--- src/rtl/mem_dma_if.sv ---
// Memory-port bundle for the DMA engine: command/status handshake plus the
// single-port RAM strobes, address and data.
interface mem_dma_if #(
   parameter int LEN_WIDTH = 9
);
   // Handshake: start is a single-cycle request, honoured only while the
   // engine is idle (busy=0 and done=0). The engine owns the memory port
   // while busy=1. Every accepted request ends with a 1-cycle done pulse
   // (err qualifies it), unless abort or rst cancels the transfer first.
   logic                 start;
   logic                 mode;
   logic                 abort;
   logic [31:0]          src_addr;
   logic [31:0]          dst_addr;
   logic [LEN_WIDTH-1:0] len_words;
   logic [31:0]          fill_data;
   logic                 busy;
   logic                 done;
   logic                 err;
   logic                 MemRd;
   logic                 MemWr;
   logic [31:0]          Addr;
   logic [31:0]          WrData;
   logic [31:0]          RdData;

   modport master (
      input  start, mode, abort, src_addr, dst_addr, len_words, fill_data, RdData,
      output busy, done, err, MemRd, MemWr, Addr, WrData
   );

   modport slave (
      output start, mode, abort, src_addr, dst_addr, len_words, fill_data, RdData,
      input  busy, done, err, MemRd, MemWr, Addr, WrData
   );
endinterface

--- src/rtl/mem_dma_master.sv ---
// Word-granular copy/fill engine driving the data-memory port. Copy is one
// read followed by one write per word; fill issues back-to-back writes.
module mem_dma_master #(
   parameter int LEN_WIDTH = 9
) (
   input  logic       clk,
   input  logic       rst,
   mem_dma_if.master  bus,
   output logic [1:0] dbg_state
);

   typedef enum logic [1:0] {
      IDLE   = 2'd0,
      READ   = 2'd1,
      WRITE  = 2'd2,
      FINISH = 2'd3
   } state_t;

   state_t               state;
   logic [31:0]          cur_src;
   logic [31:0]          cur_dst;
   logic [LEN_WIDTH-1:0] cnt;
   logic                 mode_r;
   logic [31:0]          fill_r;
   logic [31:0]          dst_next;
   logic                 misaligned;

   assign dst_next   = cur_dst + 32'd4;
   assign misaligned = (bus.dst_addr[1:0] != 2'b00) ||
                       (!bus.mode && (bus.src_addr[1:0] != 2'b00));
   assign dbg_state  = state;

   always_ff @(posedge clk) begin
      if (rst) begin
         state      <= IDLE;
         cur_src    <= '0;
         cur_dst    <= '0;
         cnt        <= '0;
         mode_r     <= 1'b0;
         fill_r     <= '0;
         bus.busy   <= 1'b0;
         bus.done   <= 1'b0;
         bus.err    <= 1'b0;
         bus.MemRd  <= 1'b0;
         bus.MemWr  <= 1'b0;
         bus.Addr   <= '0;
         bus.WrData <= '0;
      end else begin
         // Outputs fall back to idle every cycle; each branch re-asserts what
         // the next state drives, so abort and FINISH need no extra clearing.
         bus.busy   <= 1'b0;
         bus.done   <= 1'b0;
         bus.err    <= 1'b0;
         bus.MemRd  <= 1'b0;
         bus.MemWr  <= 1'b0;
         bus.Addr   <= '0;
         bus.WrData <= '0;
         unique case (state)
            IDLE: begin
               if (bus.start) begin
                  cur_src <= bus.src_addr;
                  cur_dst <= bus.dst_addr;
                  cnt     <= bus.len_words;
                  mode_r  <= bus.mode;
                  fill_r  <= bus.fill_data;
                  if (misaligned) begin
                     state    <= FINISH;
                     bus.done <= 1'b1;
                     bus.err  <= 1'b1;
                  end else if (bus.len_words == '0) begin
                     state    <= FINISH;
                     bus.done <= 1'b1;
                  end else if (!bus.mode) begin
                     state     <= READ;
                     bus.busy  <= 1'b1;
                     bus.MemRd <= 1'b1;
                     bus.Addr  <= bus.src_addr;
                  end else begin
                     state      <= WRITE;
                     bus.busy   <= 1'b1;
                     bus.MemWr  <= 1'b1;
                     bus.Addr   <= bus.dst_addr;
                     bus.WrData <= bus.fill_data;
                  end
               end
            end
            READ: begin
               if (bus.abort) begin
                  state <= IDLE;
               end else begin
                  // WrData doubles as the copy buffer for the word just read.
                  cur_src    <= cur_src + 32'd4;
                  state      <= WRITE;
                  bus.busy   <= 1'b1;
                  bus.MemWr  <= 1'b1;
                  bus.Addr   <= cur_dst;
                  bus.WrData <= bus.RdData;
               end
            end
            WRITE: begin
               if (bus.abort) begin
                  state <= IDLE;
               end else begin
                  cur_dst <= dst_next;
                  cnt     <= cnt - LEN_WIDTH'(1);
                  if (cnt == LEN_WIDTH'(1)) begin
                     state    <= FINISH;
                     bus.done <= 1'b1;
                  end else if (!mode_r) begin
                     state     <= READ;
                     bus.busy  <= 1'b1;
                     bus.MemRd <= 1'b1;
                     bus.Addr  <= cur_src;
                  end else begin
                     bus.busy   <= 1'b1;
                     bus.MemWr  <= 1'b1;
                     bus.Addr   <= dst_next;
                     bus.WrData <= fill_r;
                  end
               end
            end
            FINISH: begin
               state <= IDLE;
            end
            default: begin
               state <= IDLE;
            end
         endcase
      end
   end

endmodule

--- src/flat_wrapper.sv ---
// flat-port wrapper written by rule: the top's interface ports become plain ports
module mem_dma_master_flat 
#(
   parameter int LEN_WIDTH = 9
)
  (clk, rst, dbg_state, bus_start, bus_mode, bus_abort, bus_src_addr, bus_dst_addr, bus_len_words, bus_fill_data, bus_RdData, bus_busy, bus_done, bus_err, bus_MemRd, bus_MemWr, bus_Addr, bus_WrData);
  mem_dma_if #(.LEN_WIDTH(LEN_WIDTH)) bus_i ();
  input  logic clk;
  input  logic rst;
  output logic [1:0] dbg_state;
  input wire logic [$bits(bus_i.start)-1:0] bus_start;
  input wire logic [$bits(bus_i.mode)-1:0] bus_mode;
  input wire logic [$bits(bus_i.abort)-1:0] bus_abort;
  input wire logic [$bits(bus_i.src_addr)-1:0] bus_src_addr;
  input wire logic [$bits(bus_i.dst_addr)-1:0] bus_dst_addr;
  input wire logic [$bits(bus_i.len_words)-1:0] bus_len_words;
  input wire logic [$bits(bus_i.fill_data)-1:0] bus_fill_data;
  input wire logic [$bits(bus_i.RdData)-1:0] bus_RdData;
  output wire logic [$bits(bus_i.busy)-1:0] bus_busy;
  output wire logic [$bits(bus_i.done)-1:0] bus_done;
  output wire logic [$bits(bus_i.err)-1:0] bus_err;
  output wire logic [$bits(bus_i.MemRd)-1:0] bus_MemRd;
  output wire logic [$bits(bus_i.MemWr)-1:0] bus_MemWr;
  output wire logic [$bits(bus_i.Addr)-1:0] bus_Addr;
  output wire logic [$bits(bus_i.WrData)-1:0] bus_WrData;
  assign bus_i.start = bus_start;
  assign bus_i.mode = bus_mode;
  assign bus_i.abort = bus_abort;
  assign bus_i.src_addr = bus_src_addr;
  assign bus_i.dst_addr = bus_dst_addr;
  assign bus_i.len_words = bus_len_words;
  assign bus_i.fill_data = bus_fill_data;
  assign bus_i.RdData = bus_RdData;
  assign bus_busy = bus_i.busy;
  assign bus_done = bus_i.done;
  assign bus_err = bus_i.err;
  assign bus_MemRd = bus_i.MemRd;
  assign bus_MemWr = bus_i.MemWr;
  assign bus_Addr = bus_i.Addr;
  assign bus_WrData = bus_i.WrData;
  mem_dma_master #(.LEN_WIDTH(LEN_WIDTH)) u_core (.clk(clk), .rst(rst), .bus(bus_i), .dbg_state(dbg_state));
endmodule
--- config.mk ---
export PLATFORM = sky130hd
export DESIGN_NAME = mem_dma_master_flat
export DESIGN_NICKNAME = d
export VERILOG_FILES = /design/src/rtl/mem_dma_if.sv /design/src/rtl/mem_dma_master.sv /design/src/flat_wrapper.sv
export SDC_FILE = /design/constraint.sdc
export NUM_CORES = 1
export LEC_CHECK = 0
export CORE_MARGIN = 5
export CORE_UTILIZATION = 51
export DETAILED_ROUTE_END_ITERATION = 8
export GPL_TIMING_DRIVEN = 0
export PLACE_DENSITY = 0.81
export SLEW_MARGIN = 25
export SYNTH_ARGS = -nofsm -noshare
export SYNTH_HDL_FRONTEND = slang
export SYNTH_SLANG_ARGS = --single-unit
--- constraint.sdc ---
create_clock -name clk -period 2.5 [get_ports clk]
set_clock_uncertainty 0.05 [all_clocks]
set_input_delay 0.5 -clock clk [delete_from_list [all_inputs] [get_ports clk]]
set_output_delay 0.5 -clock clk [all_outputs]
set_load 0.02 [all_outputs]
==> out/results.ini <==
[logic_synthesis]
yosys_register_bits=177
synth.area.top_cells=dfxtp_1 (38%), nand2_1 (6.6%), a21oi_1 (5.5%), a222oi_1 (5.1%), nor2_1 (4.4%)
synth_edf_count=0
yosysWarningCount=0
syn_inst=1195
mappedNetlistArea_um2=9300
synth_fa_ha_area_share_pct=0.673
syn_nets=1342
synth.most_common_cell=dfxtp_1
avgSynthCellArea_um2=7.78
ys_seq_area_share_pct=38.1
synth_top_family_by_area=compound AO/OA/AOI/OAI gates
yosysTopAreaCell=dfxtp_1
synth-simple-area-share_pct=25.4
synth-xor-area-share_pct=0.848
synth_flop_cell=dfxtp_1
synthTopCellsByCount=dfxtp_1 (177), nand2_1 (163), nor2_1 (109)
synthDominantCellAreaShare_pct=38.1
synth_compound_area_share_pct=27.1
async_reset_ff_share_pct=0
muxShareOfSynthArea_pct=2.46
synth_cell_types=67

[worst_setup_path]
path_cells=clkdlybuf4s50_1 -> or4_4 -> nor4_4 -> buf_4 -> buf_4 -> buf_4 -> nor4_4 -> buf_4 -> a221oi_1 -> a21oi_1
cp-end-kind=register
worst-endpoint-arrival_ns=2.76
cp_max_fo=8
cp_common_cell=buf_4
cp-start-kind=input pin
cp_top_family=buffers and inverters
critical_path_class=input pin to register
critPathMaxStageDelay_ns=0.56
critPathRequiredTime_ns=2.76
path_buf_inv=5
crit_path_top_delay_cell=or4_4

[sta]
fin_crit_ns=2.51
rsz0062_at_grt=yes
hold_ws_ns=0.409
fmax_mhz=399
finalHoldViolCount=0
final_max_slew_viol_count=0
worst_pin_slew_ns=0.964
setup_slack_ns=-0.00545
relSlewSlack_pct=35.7
finalSetupViolations=1
finalCritPeriodShare_pct=100

[outcome]
violations=DRC, setup timing
status=complete, but fails checks

[global_routing]
grt_pass1_wl_um=64500
gr-total-overflow=0
grt_max_degree=20
grt_usage_pct=38.7
antenna_found_initial=0
grt_pass1_vias=10600

[cts]
clock_latency_ns=0.44
cts-root-buf=clkbuf_16
ctsHoldBuffers=0
cts.sinks=177
cts_buffers=17
htreeDepth=4
clk_path_buf_depth=2
clk_pin_slew_ns=0.07
cts_tree=yes

[power_and_ir_drop]
leakage_nw=4.34
switching_share_pct=33.0
max-vdd-ir-drop_v=0.000572
p_clk_share_pct=37.2
power.density_nw_per_um2=621
p_comb_share_pct=21.5
p_int_w=0.00523
power_frac_seq_pct=41.4
p_sw_w=0.00258

[floorplanning]
die_h_um=145
core_um2=18000
io_pins=213
die-area_um2=21000
fp.dieW_um=145
start_util_pct=51.7
fp-row-count=49

[placement]
dpl_cell_area_um2=11700
io_buffer_count=212
gp_congestion=0.986
dp_slack_ns=-0.918
dpl.hpwl_um=32300

[final_layout]
finalInstanceArea_um2=12600
drive_gt1_share_pct=10.2
area_delta_synth_final_pct=35.2
n_antenna_cell=0
fin_nets=1580
regArea_um2=3550
fin_util_pct=70.0
multi_input_area_um2=5340
n_fill_cell=1504

[route]
route.detailed.drc=11
vias=11500
drt_iter0_drc=2017
routed_wl_um=43100
drt-wirelength-per-cell_um=25.7
ant_nets=0
vias_per_cell=6.87
first_pass_iters=9

[min_path]
hp-class=register to register

[flow_run]
max-cap-violations=0

metrics by stage:
step	instances	TNS [ns]	total power (W)
after floorplan	1195	0	0.00408
after global placement	1636	-71.63	0.00483
after detailed placement	1636	-72.48	0.00485
after CTS	1672	0	0.00771
after global routing	1675	-0.224	0.00802
final	1675	-0.00545	0.00781
cells by family after synthesis:
| group | Yosys count |
|---|---|
| mux | 21 |
| simple gates | 485 |
| fa+ha+maj | 5 |
| xor+xnor | 9 |
| flops | 177 |
| compound gates | 372 |
| buf+inv | 126 |
cells in the final DEF (no fill, tap or decap), types with 6 or more instances in the layout:
cell	n
clkdlybuf4s50_1	212
dfxtp_1	173
nand2_1	163
nor2_1	109
a21oi_1	101
o21ai_0	63
clkbuf_1	52
a222oi_1	47
nand3_1	36
clkbuf_2	35
a31oi_1	35
nand4_1	31
nor3_1	30
a22oi_1	24
nor4_1	21
clkbuf_16	17
buf_2	16
a211oi_1	16
buf_4	15
and3_1	15
mux2_2	15
or3_1	12
a21o_1	12
and2_1	11
nand2b_1	10
and4_1	8
a22o_1	8
o31a_1	8
or4_1	7
inv_1	6
buf_1	6
mux2i_1	6
o31ai_1	6
o22ai_1	6
o211ai_1	6
timing repair:
item / 4_1_cts / 5_1_grt
pin swaps: 3 / 5
setup endpoints to repair: 105 / 134
setup buffers: 6 / 7
gates resized for setup: 34 / 52
worst paths after layout:
kind | from | end | slack (ns) | cells after the start
setup / recovery | bus_len_words[2] | u_core.bus.Addr[30] | -0.005 | 10
hold / removal | u_core.cur_src[1] | u_core.cur_src[1] | 0.41 | 2
setup reg to reg | u_core.cnt[1] | u_core.bus.Addr[14] | 0.04 | 7
hold reg to reg | u_core.cur_src[1] | u_core.cur_src[1] | 0.41 | 2
flip-flops by register name (all words and copies together), names as in the netlist:
register           count
u_core.bus.Addr       32
u_core.bus.MemWr       1
u_core.fill_r         32
u_core.cur_dst        32
u_core.bus.done        1
u_core.dbg_state       2
u_core.bus.WrData     32
u_core.bus.busy        1
u_core.cur_src        32
u_core.mode_r          1
u_core.cnt             9
u_core.bus.MemRd       1
u_core.bus.err         1
metal layers:
metal / GRT usage, % / share of wire (%) / routed length, um / up-vias
li1: - / - / - / 4977
met1: 49.8 / 37 / 15900 / 5323
met2: 60.9 / 44 / 18800 / 1002
met3: 10.5 / 13 / 5800 / 211
met4: 17.7 / 6.0 / 2580 / 0
met5: 0 / 0 / 0 / -
power by group through the flow:
| stage | clock (W) | sequential [W] | combinational (W) |
|---|---|---|---|
| detailed placement | 0 | 0.00327 | 0.00158 |
| CTS | 0.00289 | 0.00321 | 0.00160 |
| finish | 0.00290 | 0.00323 | 0.00168 |
| floorplan | 0 | 0.00324 | 0.000837 |
| global route | 0.00301 | 0.00324 | 0.00177 |
| global placement | 0 | 0.00326 | 0.00157 |
tightest hold or removal path, stage by stage (launching register included):
cell and delay, ns:
dfxtp_1 0.31, nand2_1 0.05, a21oi_1 0.05
final cells by class:
| class | instances | share of cell area [%] |
|---|---|---|
| Multi-Input combinational cell | 892 | 42.5 |
| Clock buffer | 17 | 3.38 |
| Tap cell | 229 | 2.28 |
| Clock inverter | 15 | 1.66 |
| Inverter | 6 | 0.179 |
| Buffer | 114 | 4.09 |
| Timing Repair Buffer | 225 | 17.7 |
| Sequential cell | 177 | 28.2 |
Power figures use the tool's default switching activity.
